### config.mk
export PLATFORM = sky130hd
export DESIGN_NAME = mem_arbiter_flat
export DESIGN_NICKNAME = d
export VERILOG_FILES = /design/src/rtl/mem_arbiter_if.sv /design/src/rtl/mem_arbiter.sv /design/src/flat_wrapper.sv
export SDC_FILE = /design/constraint.sdc
export NUM_CORES = 1
export LEC_CHECK = 0
export CAP_MARGIN = 30
export CORE_MARGIN = 3
export CORE_UTILIZATION = 37
export DETAILED_ROUTE_END_ITERATION = 8
export GPL_ROUTABILITY_DRIVEN = 0
export GPL_TIMING_DRIVEN = 0
export PLACE_DENSITY = 0.9
export SLEW_MARGIN = 20
export SYNTH_ARGS = -nofsm -noshare
export SYNTH_HDL_FRONTEND = slang
export SYNTH_SLANG_ARGS = --single-unit
### constraint.sdc
create_clock -name clk_i -period 1.9 [get_ports clk_i]
set_input_delay 0.38 -clock clk_i [delete_from_list [all_inputs] [get_ports clk_i]]
set_output_delay 0.38 -clock clk_i [all_outputs]
set_load 0.01 [all_outputs]
### src/rtl/mem_arbiter_if.sv
// Bus bundle between the memory arbiter, its two requesters and the shared
// memory port. The arbiter takes the slave view; the environment (fetch unit,
// load/store unit and memory) takes the master view.
//
// Handshakes: a requester raises *_req_i with its fields stable and keeps them
// until the arbiter returns a one-cycle *_gnt_o (fetch may also abandon via
// flush_i). On the memory side mem_req_o and the mem_* fields stay stable until
// mem_ready_i is seen high on a rising edge; exactly one mem_rvalid_i follows,
// no earlier than the next cycle.
//
// dbg_state_o encodes the arbiter state: 0 = IDLE, 1 = REQ, 2 = WAIT.
interface mem_arbiter_if;
  logic        if_req_i;
  logic [31:0] if_addr_i;
  logic        flush_i;
  logic        if_gnt_o;
  logic        if_rvalid_o;
  logic [31:0] if_rdata_o;

  logic        ls_req_i;
  logic        ls_we_i;
  logic [3:0]  ls_be_i;
  logic [31:0] ls_addr_i;
  logic [31:0] ls_wdata_i;
  logic        ls_gnt_o;
  logic        ls_rvalid_o;
  logic [31:0] ls_rdata_o;

  logic        mem_req_o;
  logic        mem_we_o;
  logic [3:0]  mem_be_o;
  logic [31:0] mem_addr_o;
  logic [31:0] mem_wdata_o;
  logic        mem_ready_i;
  logic        mem_rvalid_i;
  logic [31:0] mem_rdata_i;

  logic [1:0]  dbg_state_o;
  logic [7:0]  dbg_starve_o;

  modport slave (
    input  if_req_i, if_addr_i, flush_i,
    output if_gnt_o, if_rvalid_o, if_rdata_o,
    input  ls_req_i, ls_we_i, ls_be_i, ls_addr_i, ls_wdata_i,
    output ls_gnt_o, ls_rvalid_o, ls_rdata_o,
    output mem_req_o, mem_we_o, mem_be_o, mem_addr_o, mem_wdata_o,
    input  mem_ready_i, mem_rvalid_i, mem_rdata_i,
    output dbg_state_o, dbg_starve_o
  );

  modport master (
    output if_req_i, if_addr_i, flush_i,
    input  if_gnt_o, if_rvalid_o, if_rdata_o,
    output ls_req_i, ls_we_i, ls_be_i, ls_addr_i, ls_wdata_i,
    input  ls_gnt_o, ls_rvalid_o, ls_rdata_o,
    input  mem_req_o, mem_we_o, mem_be_o, mem_addr_o, mem_wdata_o,
    output mem_ready_i, mem_rvalid_i, mem_rdata_i,
    input  dbg_state_o, dbg_starve_o
  );
endinterface

### src/rtl/mem_arbiter.sv
// Single-port memory arbiter: instruction fetch vs load/store. One transaction
// at a time (IDLE -> REQ -> WAIT). Load/store wins ties unless fetch has lost
// STARVE_LIMIT consecutive arbitrations while waiting. flush_i lets fetch
// abandon its transaction; the memory access still completes silently.
module mem_arbiter #(
  parameter int STARVE_LIMIT = 4
) (
  input logic          clk_i,
  input logic          rstn_i,
  mem_arbiter_if.slave bus
);

  localparam int CNT_W = $clog2(STARVE_LIMIT + 1);
  localparam logic [CNT_W-1:0] CNT_MAX = CNT_W'(STARVE_LIMIT);

  typedef enum logic [1:0] {
    ST_IDLE = 2'd0,
    ST_REQ  = 2'd1,
    ST_WAIT = 2'd2
  } state_e;

  typedef enum logic [1:0] {
    OWN_NONE = 2'd0,
    OWN_IF   = 2'd1,
    OWN_LS   = 2'd2
  } owner_e;

  state_e             state_q, state_d;
  owner_e             owner_q, owner_d;
  logic               drop_q, drop_d;
  logic [CNT_W-1:0]   starve_q, starve_d;
  logic               mem_req_q, mem_req_d;
  logic               mem_we_q, mem_we_d;
  logic [3:0]         mem_be_q, mem_be_d;
  logic [31:0]        mem_addr_q, mem_addr_d;
  logic [31:0]        mem_wdata_q, mem_wdata_d;

  logic               if_want;
  logic               if_win;
  logic               drop_eff;

  // Next-state: arbitration in IDLE, memory handshake in REQ/WAIT, flush tracking.
  always_comb begin
    state_d     = state_q;
    owner_d     = owner_q;
    drop_d      = drop_q;
    starve_d    = starve_q;
    mem_req_d   = mem_req_q;
    mem_we_d    = mem_we_q;
    mem_be_d    = mem_be_q;
    mem_addr_d  = mem_addr_q;
    mem_wdata_d = mem_wdata_q;
    // A fetch request raised together with flush is treated as absent.
    if_want     = bus.if_req_i & ~bus.flush_i;
    if_win      = 1'b0;

    case (state_q)
      ST_IDLE: begin
        if_win = if_want & (~bus.ls_req_i | (starve_q == CNT_MAX));
        if (if_win) begin
          state_d     = ST_REQ;
          owner_d     = OWN_IF;
          drop_d      = 1'b0;
          starve_d    = '0;
          mem_req_d   = 1'b1;
          mem_we_d    = 1'b0;
          mem_be_d    = 4'hF;
          mem_addr_d  = bus.if_addr_i;
          mem_wdata_d = 32'h0;
        end else if (bus.ls_req_i) begin
          state_d     = ST_REQ;
          owner_d     = OWN_LS;
          drop_d      = 1'b0;
          mem_req_d   = 1'b1;
          mem_we_d    = bus.ls_we_i;
          mem_be_d    = bus.ls_be_i;
          mem_addr_d  = bus.ls_addr_i;
          mem_wdata_d = bus.ls_wdata_i;
          if (!if_want) begin
            starve_d = '0;
          end else if (starve_q != CNT_MAX) begin
            starve_d = starve_q + 1'b1;
          end
        end else begin
          starve_d = '0;
        end
      end
      ST_REQ: begin
        if (owner_q == OWN_IF && bus.flush_i) begin
          drop_d = 1'b1;
        end
        if (bus.mem_ready_i) begin
          state_d   = ST_WAIT;
          mem_req_d = 1'b0;
        end
      end
      ST_WAIT: begin
        if (owner_q == OWN_IF && bus.flush_i) begin
          drop_d = 1'b1;
        end
        if (bus.mem_rvalid_i) begin
          state_d = ST_IDLE;
          owner_d = OWN_NONE;
          drop_d  = 1'b0;
        end
      end
      default: begin
        state_d = ST_IDLE;
      end
    endcase
  end

  // State and transaction-field registers with synchronous active-low reset.
  always_ff @(posedge clk_i) begin
    if (!rstn_i) begin
      state_q     <= ST_IDLE;
      owner_q     <= OWN_NONE;
      drop_q      <= 1'b0;
      starve_q    <= '0;
      mem_req_q   <= 1'b0;
      mem_we_q    <= 1'b0;
      mem_be_q    <= 4'h0;
      mem_addr_q  <= 32'h0;
      mem_wdata_q <= 32'h0;
    end else begin
      state_q     <= state_d;
      owner_q     <= owner_d;
      drop_q      <= drop_d;
      starve_q    <= starve_d;
      mem_req_q   <= mem_req_d;
      mem_we_q    <= mem_we_d;
      mem_be_q    <= mem_be_d;
      mem_addr_q  <= mem_addr_d;
      mem_wdata_q <= mem_wdata_d;
    end
  end

  // A flush arriving in the same cycle as ready/rvalid already hides the pulse.
  assign drop_eff = drop_q | bus.flush_i;

  assign bus.if_gnt_o    = (state_q == ST_REQ)  & bus.mem_ready_i  & (owner_q == OWN_IF) & ~drop_eff;
  assign bus.ls_gnt_o    = (state_q == ST_REQ)  & bus.mem_ready_i  & (owner_q == OWN_LS);
  assign bus.if_rvalid_o = (state_q == ST_WAIT) & bus.mem_rvalid_i & (owner_q == OWN_IF) & ~drop_eff;
  assign bus.ls_rvalid_o = (state_q == ST_WAIT) & bus.mem_rvalid_i & (owner_q == OWN_LS);
  assign bus.if_rdata_o  = bus.mem_rdata_i;
  assign bus.ls_rdata_o  = bus.mem_rdata_i;

  assign bus.mem_req_o   = mem_req_q;
  assign bus.mem_we_o    = mem_we_q;
  assign bus.mem_be_o    = mem_be_q;
  assign bus.mem_addr_o  = mem_addr_q;
  assign bus.mem_wdata_o = mem_wdata_q;

  assign bus.dbg_state_o  = state_q;
  assign bus.dbg_starve_o = 8'(starve_q);

endmodule

### src/flat_wrapper.sv
// flat-port wrapper written by rule: the top's interface ports become plain ports
module mem_arbiter_flat 
#(
  parameter int STARVE_LIMIT = 4
)
  (clk_i, rstn_i, bus_if_req_i, bus_if_addr_i, bus_flush_i, bus_if_gnt_o, bus_if_rvalid_o, bus_if_rdata_o, bus_ls_req_i, bus_ls_we_i, bus_ls_be_i, bus_ls_addr_i, bus_ls_wdata_i, bus_ls_gnt_o, bus_ls_rvalid_o, bus_ls_rdata_o, bus_mem_req_o, bus_mem_we_o, bus_mem_be_o, bus_mem_addr_o, bus_mem_wdata_o, bus_mem_ready_i, bus_mem_rvalid_i, bus_mem_rdata_i, bus_dbg_state_o, bus_dbg_starve_o);
  mem_arbiter_if bus_i ();
  input logic clk_i;
  input logic rstn_i;
  input wire logic [$bits(bus_i.if_req_i)-1:0] bus_if_req_i;
  input wire logic [$bits(bus_i.if_addr_i)-1:0] bus_if_addr_i;
  input wire logic [$bits(bus_i.flush_i)-1:0] bus_flush_i;
  output wire logic [$bits(bus_i.if_gnt_o)-1:0] bus_if_gnt_o;
  output wire logic [$bits(bus_i.if_rvalid_o)-1:0] bus_if_rvalid_o;
  output wire logic [$bits(bus_i.if_rdata_o)-1:0] bus_if_rdata_o;
  input wire logic [$bits(bus_i.ls_req_i)-1:0] bus_ls_req_i;
  input wire logic [$bits(bus_i.ls_we_i)-1:0] bus_ls_we_i;
  input wire logic [$bits(bus_i.ls_be_i)-1:0] bus_ls_be_i;
  input wire logic [$bits(bus_i.ls_addr_i)-1:0] bus_ls_addr_i;
  input wire logic [$bits(bus_i.ls_wdata_i)-1:0] bus_ls_wdata_i;
  output wire logic [$bits(bus_i.ls_gnt_o)-1:0] bus_ls_gnt_o;
  output wire logic [$bits(bus_i.ls_rvalid_o)-1:0] bus_ls_rvalid_o;
  output wire logic [$bits(bus_i.ls_rdata_o)-1:0] bus_ls_rdata_o;
  output wire logic [$bits(bus_i.mem_req_o)-1:0] bus_mem_req_o;
  output wire logic [$bits(bus_i.mem_we_o)-1:0] bus_mem_we_o;
  output wire logic [$bits(bus_i.mem_be_o)-1:0] bus_mem_be_o;
  output wire logic [$bits(bus_i.mem_addr_o)-1:0] bus_mem_addr_o;
  output wire logic [$bits(bus_i.mem_wdata_o)-1:0] bus_mem_wdata_o;
  input wire logic [$bits(bus_i.mem_ready_i)-1:0] bus_mem_ready_i;
  input wire logic [$bits(bus_i.mem_rvalid_i)-1:0] bus_mem_rvalid_i;
  input wire logic [$bits(bus_i.mem_rdata_i)-1:0] bus_mem_rdata_i;
  output wire logic [$bits(bus_i.dbg_state_o)-1:0] bus_dbg_state_o;
  output wire logic [$bits(bus_i.dbg_starve_o)-1:0] bus_dbg_starve_o;
  assign bus_i.if_req_i = bus_if_req_i;
  assign bus_i.if_addr_i = bus_if_addr_i;
  assign bus_i.flush_i = bus_flush_i;
  assign bus_if_gnt_o = bus_i.if_gnt_o;
  assign bus_if_rvalid_o = bus_i.if_rvalid_o;
  assign bus_if_rdata_o = bus_i.if_rdata_o;
  assign bus_i.ls_req_i = bus_ls_req_i;
  assign bus_i.ls_we_i = bus_ls_we_i;
  assign bus_i.ls_be_i = bus_ls_be_i;
  assign bus_i.ls_addr_i = bus_ls_addr_i;
  assign bus_i.ls_wdata_i = bus_ls_wdata_i;
  assign bus_ls_gnt_o = bus_i.ls_gnt_o;
  assign bus_ls_rvalid_o = bus_i.ls_rvalid_o;
  assign bus_ls_rdata_o = bus_i.ls_rdata_o;
  assign bus_mem_req_o = bus_i.mem_req_o;
  assign bus_mem_we_o = bus_i.mem_we_o;
  assign bus_mem_be_o = bus_i.mem_be_o;
  assign bus_mem_addr_o = bus_i.mem_addr_o;
  assign bus_mem_wdata_o = bus_i.mem_wdata_o;
  assign bus_i.mem_ready_i = bus_mem_ready_i;
  assign bus_i.mem_rvalid_i = bus_mem_rvalid_i;
  assign bus_i.mem_rdata_i = bus_mem_rdata_i;
  assign bus_dbg_state_o = bus_i.dbg_state_o;
  assign bus_dbg_starve_o = bus_i.dbg_starve_o;
  mem_arbiter #(.STARVE_LIMIT(STARVE_LIMIT)) u_core (.clk_i(clk_i), .rstn_i(rstn_i), .bus(bus_i));
endmodule
# --- Yosys cells after proc, flatten, opt, wreduce, memory -nomap -nowiden ---
# Index checks and enable logic that the tools add are counted.
classes:
  n_addsub: 1
  n_eq_ne: 10
  n_mux: 29
  bitwise: 15
  reduce_logical: 12
op_table:
  columns: ["op", "count"]
  rows:
  - ["32-bit two-way mux", 4]
  - ["2-bit two-way mux", 6]
  - ["3-bit two-way mux", 4]
  - ["1-bit bitwise AND", 10]
  - ["1-bit two-way mux", 9]
  - ["3-bit AND reduction", 3]
  - ["4-bit two-way mux", 2]
  - ["2-bit one-hot mux with 3 select lines", 1]
  - ["2-bit AND reduction", 3]
  - ["2-bit nonzero test", 3]
  - ["2-bit by 1-bit equality test with 1-bit output (second input constant)", 2]
  - ["2-bit equality test (second input constant)", 2]
  - ["2-bit inequality test (second input constant)", 2]
  - ["4-bit inequality test (second input constant)", 1]
  - ["2-bit one-hot mux with 2 select lines", 1]
  - ["3-bit by 1-bit adder with 3-bit output (second input constant)", 1]
  - ["3-bit equality test (second input constant)", 1]
  - ["3-bit by 2-bit inequality test with 1-bit output (second input constant)", 1]
  - ["3-bit inequality test (second input constant)", 1]
  - ["1-bit inverter", 3]
  - ["1-bit one-hot mux with 3 select lines", 1]
  - ["3-bit nonzero test", 1]
  - ["2-bit logical NOT", 1]
  - ["1-bit bitwise OR", 2]
  - ["other kinds (2)", 2]
word_totals:
  register_bits: 78
  in_bits: 140
  output_inout_bits: 148
  elab_cells: 76

# --- Depth between registers and ports, before layout ---
# Gate-level depths: netlist of run 1.
depth:
  depth_word: 5
  mapped_depth: 7
  mapped_depth_nobuf: 5

# --- Worst setup path after synthesis of run 1 ---
# No wires, ideal clock.
synth_timing:
  path_type: "register -> register"
  startpoint: "register u_core.starve_q[0]"
  endpoint: "register u_core.mem_addr_q[0] (netlist: u_core.bus.mem_addr_o[0])"
  setup_ps: 119
  t_arrival_ps: 1578
  required_time_ps: 1781
  slack_ps: 203
  stages_incl_launch_ff: 7
  path_buffers: 1
  synth_period_minus_slack_ps: 1697
  path_cell_list: "dfxtp_1 -> inv_1 -> ha_1 -> a21boi_2 -> clkbuf_1 -> o221ai_1 -> o221a_1"
synth_via:
  elab_chain_cells: 5
  elab_cells_between_ends: 6
  cone_classes: "eq/ne (1); mux (1); bitwise (2); reduce/logical (2)"
synth_lines:
  columns: ["element", "line", "source"]
  rows:
  - ["start: declaration", "mem_arbiter.sv:31", "logic [CNT_W-1:0] starve_q, starve_d;"]
  - ["start signal: assignment", "mem_arbiter.sv:129", "starve_q <= starve_d;"]
  - ["3-bit equality test *", "mem_arbiter.sv:59", "if_win = if_want & (~bus.ls_req_i | (starve_q == CNT_MAX));"]
  - ["1-bit bitwise OR *", "mem_arbiter.sv:59", null]
  - ["1-bit bitwise AND *", "mem_arbiter.sv:59", null]
  - ["2-bit nonzero test (no line)", null, null]
  - ["2-bit AND reduction (no line)", null, null]
  - ["end signal: assignment", "mem_arbiter.sv:133", "mem_addr_q <= mem_addr_d;"]
  - ["end: declaration", "mem_arbiter.sv:35", "logic [31:0] mem_addr_q, mem_addr_d;"]
# Mark *: on every way between the ends. The rest lies on a longest branch, timed or not.
# A chain may end at the register's enable or synchronous reset.

# --- Worst setup path in the final report of run 1 ---
layout_timing:
  startpoint: "register u_core.state_q[1] (netlist: u_core.bus.dbg_state_o[1])"
  endpoint: "output port bus_ls_gnt_o"
layout_via:
  elab_chain_cells: 3
layout_lines:
  columns: ["element", "line", "source"]
  rows:
  - ["start: declaration", "mem_arbiter.sv:28", "state_e state_q, state_d;"]
  - ["start signal: assignment", "mem_arbiter.sv:126", "state_q <= state_d;"]
  - ["2-bit by 1-bit equality test with 1-bit output", "mem_arbiter.sv:142", "assign bus.ls_gnt_o = (state_q == ST_REQ) & bus.mem_ready_i & (owner_q == OWN_LS);"]
  - ["1-bit bitwise AND (2 in series)", "mem_arbiter.sv:142", null]
  - ["end: declaration", "flat_wrapper.sv:21", "output wire logic [$bits(bus_i.ls_gnt_o)-1:0] bus_ls_gnt_o;"]
# No other way between the ends.

==> results of run 1 <==
## worst min path at each step
stage / start / endpoint / cells after the start
2_1_floorplan: u_core.owner_q[0] / u_core.owner_q[0] / 2
3_3_place_gp: u_core.bus.mem_wdata_o[10] / u_core.bus.mem_wdata_o[10] / 2
3_5_place_dp: u_core.bus.mem_wdata_o[3] / u_core.bus.mem_wdata_o[3] / 2
4_1_cts: u_core.bus.mem_wdata_o[29] / u_core.bus.mem_wdata_o[29] / 2
5_1_grt: u_core.bus.mem_wdata_o[19] / u_core.bus.mem_wdata_o[19] / 2
6_report: u_core.bus.mem_wdata_o[3] / u_core.bus.mem_wdata_o[3] / 2
## cell families (layout without fill, tap and decap cells)
| kind of cell | count (synthesis) | in the layout | share of synthesized area (%) |
|---|---|---|---|
| and+or+nand+nor | 131 | 131 | 14.7 |
| DFF | 78 | 78 | 35.0 |
| buffers and inverters | 131 | 395 | 18.6 |
| adders and majority gates | 7 | 7 | 1.96 |
| AOI/OAI and AO/OA | 153 | 153 | 29.5 |
| muxes | 1 | 1 | 0.224 |
| other | 1 | 5 | 0.0841 |
## layer usage
| layer | GRT usage [%] | routed length (um) | vias to the layer above |
|---|---|---|---|
| met4 | 5.49 | 293 | 0 |
| li1 | - | - | 2294 |
| met1 | 29.0 | 6790 | 2221 |
| met3 | 4.49 | 929 | 19 |
| met5 | 0 | 0 | - |
| met2 | 36.8 | 8060 | 185 |
## area by class of cell
| type | count | area (sq um) | share of cell area [%] |
|---|---|---|---|
| timing repair buffer | 248 | 2460 | 33.1 |
| multi-input combinational | 297 | 2110 | 28.4 |
| sequential | 78 | 1560 | 21.0 |
| buffer | 123 | 823 | 11.1 |
| clock buffer | 10 | 229 | 3.08 |
| tap | 143 | 179 | 2.41 |
| clock inverter | 6 | 38.8 | 0.521 |
| inverter | 8 | 30.0 | 0.404 |
## timing repair
| item | in CTS | in global routing |
|---|---|---|
| resized for setup | 20 | 27 |
| setup buffers | 0 | 0 |
| hold endpoints to repair | 0 | 0 |
| setup endpoints to repair | 44 | 35 |
| pin swaps | 0 | 1 |
## critical path: stages (launching register included)
cell and delay, ps:
dfxtp_2 350, inv_2 100, ha_4 160, nand2_1 120, nor2_2 140, clkdlybuf4s15_2 240
## power breakdown
group | total (W) | switching, W | leakage [nW] | internal [W]
combinational | 0.00300 | 0.00136 | 2.11 | 0.00163
clock | 0.00158 | 0.000694 | 0.128 | 0.000881
sequential | 0.00221 | 0.000214 | 0.644 | 0.00200
## per-stage QoR
step / instance area [sq um] / power, W / setup slack [ps] / hold WS, ps
floorplan: 4480 / 0.00375 / 203 / 439
global placement: 7140 / 0.00514 / -615 / 451
detailed placement: 7140 / 0.00519 / -651 / 457
CTS: 7430 / 0.00678 / -7.67 / 465
global route: 7440 / 0.00715 / 3.43 / 485
finish: 7440 / 0.00679 / 93.3 / 464
## sequential cells by signal (all words and copies together) (netlist names)
signal                  count
u_core.bus.mem_req_o        1
u_core.owner_q              2
u_core.starve_q             3
u_core.bus.mem_addr_o      32
u_core.bus.mem_wdata_o     32
u_core.bus.mem_we_o         1
u_core.bus.dbg_state_o      2
u_core.bus.mem_be_o         4
u_core.drop_q               1
## cells in the mapped netlist, types with 2 or more instances
| master | number |
|---|---|
| dfxtp_1 | 78 |
| nand2_1 | 75 |
| buf_4 | 70 |
| o221a_1 | 37 |
| clkbuf_1 | 34 |
| a21boi_0 | 33 |
| o22ai_1 | 33 |
| nand3b_1 | 32 |
| o221ai_1 | 32 |
| buf_2 | 11 |
| buf_6 | 8 |
| inv_1 | 8 |
| ha_1 | 7 |
| nor2_1 | 7 |
| nor2b_1 | 7 |
| nand2b_1 | 4 |
| a211oi_1 | 3 |
| nand4_1 | 2 |
| o21a_1 | 2 |
| o21ai_0 | 2 |
==> flow_metrics.py, run 1 <==
metrics = {
    "yosys": {
        "async_reset_ff_share_pct": 0,
        "postSynthAreaPerCell_sq_um": 8.89,
        "syn_area_sq_um": 4460,
        "synth_area_leaders": "dfxtp_1 (35%), buf_4 (12%), o221a_1 (9.3%)",
        "ys.flop_type": "dfxtp_1",
        "yosys_register_bits": 78,
        "yosys_warnings": 0,
        "synth-edff-count": 0,
        "syn_inst": 502,
        "synth-seq-area-share_pct": 35.0,
        "yosysUniqueCellTypes": 37,
        "yosysTopAreaCell": "dfxtp_1",
        "yosys.area.top_type_share_pct": 35.0,
    },
    "cells_and_area": {
        "stdcell_count": 913,
        "layout_commonest_cell": "clkdlybuf4s50_1",
        "layout_common_cells": "clkdlybuf4s50_1 (243), dfxtp_1 (76), nand2_1 (75)",
        "layout-drive-gt1-share_pct": 17.0,
        "utilization_pct": 64.0,
        "diodes": 0,
        "area_delta_synth_final_pct": 66.8,
        "final_net_count": 912,
        "fillers": 915,
    },
    "placed_design": {
        "numPortBuffers": 248,
        "place_hpwl_um": 12100,
        "placed_cells": 897,
    },
    "floorplanning": {
        "die_w_um": 116,
        "die_h_um": 116,
        "start_util_pct": 38.4,
        "core_area_sq_um": 11600,
        "rows": 39,
        "num_io_pins": 288,
        "dieArea_sq_um": 13400,
    },
    "grt": {
        "grt_pass1_wl_um": 23500,
        "grt_max_degree": 14,
        "grt_remaining_overflow": 0,
        "grt_pass1_vias": 4457,
        "antenna_found_initial": 0,
        "grt_use_total_pct": 21.9,
    },
    "min_path": {
        "hp-class": "reg -> reg",
    },
    "timing": {
        "min_period_ps": 1810,
        "tns_ps": 0,
        "maxSlewHeadroom_pct": 58.8,
        "max_freq_mhz": 553,
        "drv_slew": 0,
        "finalCritPeriodShare_pct": 95.1,
        "tightestPinTransition_ps": 619,
        "rsz0062_at_grt": "no",
        "hold_violations": 0,
        "setup_viol": 0,
        "clock_skew_ps": 10.0,
    },
    "clock_tree": {
        "clk_latency_ps": 330,
        "ctsLongestPathBuffers": 2,
        "cts_root_buf": "clkbuf_16",
        "cts_tree": "built",
        "postCtsHoldBufs": 0,
        "path_clk_slew_ps": 60,
        "cts_buffers": 9,
        "cts.sink_count": 78,
        "htreeDepth": 3,
    },
    "drt": {
        "first_pass_iters": 4,
        "post_drt_wl_per_cell_um": 17.6,
        "postRouteWirelength_um": 16100,
        "drc": 0,
        "via_per_inst": 5.17,
        "drtIter0Drc": 391,
        "vias": 4719,
        "ant_nets": 0,
    },
    "run": {
        "maxCapViolations": 0,
    },
    "setup_path": {
        "reg2reg_depth": 6,
        "worstSetupStartpoint": "u_core.bus.dbg_state_o[1]",
        "crit_path_start_kind": "flop",
        "r2r_setup_slack_ps": 90,
        "worstReg2RegEnd": "u_core.bus.mem_addr_o[28]",
        "cp_max_fo": 5,
        "crit_required_ps": 1520,
        "cp-endpoint": "bus_ls_gnt_o",
        "cp_data_arrival_time_ps": 1430,
        "reg2reg_from": "u_core.starve_q[0]",
        "cp-end-kind": "output port",
        "worstSetupPathType": "reg -> out",
    },
    "power_and_ir_drop": {
        "ir_drop_v": 0.000504,
        "pwr_density_cell_nw_per_um2": 912,
        "leakagePower_nw": 2.88,
    },
    "run_status": {
        "status": "complete, no violations",
    },
}
(Power assumes the default switching activity.)
==> run 2, diff against run 1 <==
--- a/config.mk
+++ b/config.mk
@@ -5,7 +5,7 @@
 export SDC_FILE = /design/constraint.sdc
 export NUM_CORES = 1
 export LEC_CHECK = 0
-export CAP_MARGIN = 30
+export CAP_MARGIN = 15
 export CORE_MARGIN = 3
 export CORE_UTILIZATION = 37
 export DETAILED_ROUTE_END_ITERATION = 8
==> results of run 2 <==
No change in the layout: final DEF, timing and power equal those of run 1.
==> run 3, diff against run 2 <==
--- a/config.mk
+++ b/config.mk
@@ -12,7 +12,6 @@
 export GPL_ROUTABILITY_DRIVEN = 0
 export GPL_TIMING_DRIVEN = 0
 export PLACE_DENSITY = 0.9
-export SLEW_MARGIN = 20
 export SYNTH_ARGS = -nofsm -noshare
 export SYNTH_HDL_FRONTEND = slang
 export SYNTH_SLANG_ARGS = --single-unit
==> results of run 3 <==
No change in the layout: final DEF, timing and power equal those of run 1.
==> edit (flow settings as in run 1) <==
The 3 values of `owner_e` get a one-hot encoding in 3 bits.
--- a/src/rtl/mem_arbiter.sv
+++ b/src/rtl/mem_arbiter.sv
@@ -19,10 +19,10 @@
     ST_WAIT = 2'd2
   } state_e;
 
-  typedef enum logic [1:0] {
-    OWN_NONE = 2'd0,
-    OWN_IF   = 2'd1,
-    OWN_LS   = 2'd2
+  typedef enum logic [2:0] {
+    OWN_NONE = 3'b001,
+    OWN_IF   = 3'b010,
+    OWN_LS   = 3'b100
   } owner_e;
 
   state_e             state_q, state_d;
Check against the original RTL: no difference found for any inputs over 4 cycles, from zero or initial values and one cycle with rstn_i low; so few cycles prove little.
==> edit against run 1 <==
- sequential cell count rose by 1
- power fell by 7.5%
- fmax rose by 0.37%
- setup slack improved by 0.0067 ns
- utilization rose by 3.8 points
- non-clock buffer count fell by 19
- routed wire length fell by 14%
- clock skew fell by 0.00087 ns
- final area fell by 9.2%
- synthesized area fell by 13%
- critical endpoint is now bus_ls_rvalid_o
- highest routed layer unchanged
==> edit: results (changes against run 1) <==
Comb. pwr=0.00267 W (-11%); Cell Area, Placed=0.00654 mm² (-8.4%); Signal buf overhead=47.4% (+3.2 points); synth unique cells=35 (-5.4%); Inst Count DP=869 (-3.1%); PnR Total Power=0.00627 W (-7.5%); port buffer count=249 (+0.40%); DRT iter0 DRCs=415 (+6.1%); area grow syn2layout=74.9%; Non-CTS buffers=352 (-5.1%); first-pass GRT wire length=20.5 mm (-13%); CLK BUF=11 (+1); sequential area share after synthesis=40.9% (+5.9 points); Synth top cells by count=nand2_1, dfxtp_1, buf_4; total track usage=22.0% (+0.038 points); Internal=0.00423 W (-6.2%); fraction of area in multi-input gates=23.1% (-5.3 points); VDD IR-drop max=456 µV (-9.6%); synthesized area per cell=8.00 µm² (-10%); outcome=finished, final reports clean; largest net degree at the start of global routing=13 (-1); Root Buffer=clkbuf_8; M2 GR Usage=42.0% (+5.2 points); Place WS=-0.235 ns (+0.416 ns); Vias/cell=4.91 (-4.9%); DRT Pass-1 Iters=5 (+1); leakage=2.72 nW (-5.6%); DRT Wirelength=13.8 mm (-14%); FF+latch count, synth=79 (+1.3%); sequential cell area share=23.5% (+2.5 points); number of global-route vias before repair=4338 (-2.7%); nets=894 (-2.0%); Syn Inst Count=483 (-3.8%); fraction of layout cells with a size suffix above 1=16.5% (-0.50 points); CP top delay family=buffers and inverters; CTS clk-pin slew, worst paths=0.08 ns (+0.02 ns); met3 Track Usage GR=6.57% (+2.1 points); DR WL met3=1.15 mm (+23%); Fill cells=777 (-15%); Layout clock area frac=3.13% (-0.47 points); clock power share=21.5% (-1.7 points); setup skew after layout=0.00917 ns (-0.000869 ns); metal2 WL=7.30 mm (-9.3%); top cells by area, synth=dfxtp_1, buf_4, nand2_1
-- edit: worst paths after layout --
kind | slack [ns] | to | cells past startpoint | startpoint
setup / recovery | 0.10 | bus_ls_rvalid_o | 5 | u_core.bus.dbg_state_o[0]
hold / removal | 0.47 | u_core.bus.mem_wdata_o[24] | 2 | u_core.bus.mem_wdata_o[24]
setup reg to reg | 0.16 | u_core.bus.mem_addr_o[9] | 7 | u_core.bus.dbg_state_o[1]
hold reg to reg | 0.47 | u_core.bus.mem_wdata_o[24] | 2 | u_core.bus.mem_wdata_o[24]
-- edit: kinds of logic after synthesis --
kind of cell / share of synthesized area, %
AO/OA/AOI/OAI: 19.3
adder cells (fa/ha/maj): 2.27
buffers and inverters: 19.6
flip-flops: 40.9
multiplexers: 0.842
other: 0.0971
AND/OR/NAND/NOR: 17.0
-- edit: repair_timing --
item / 4_1_cts / 5_1_grt
endpoints found under the hold margin: 0 / 0
cloned: 0 / 0
gates resized for setup: 6 / 12
setup endpoints to repair: 4 / 34
buffers inserted: 0 / 0
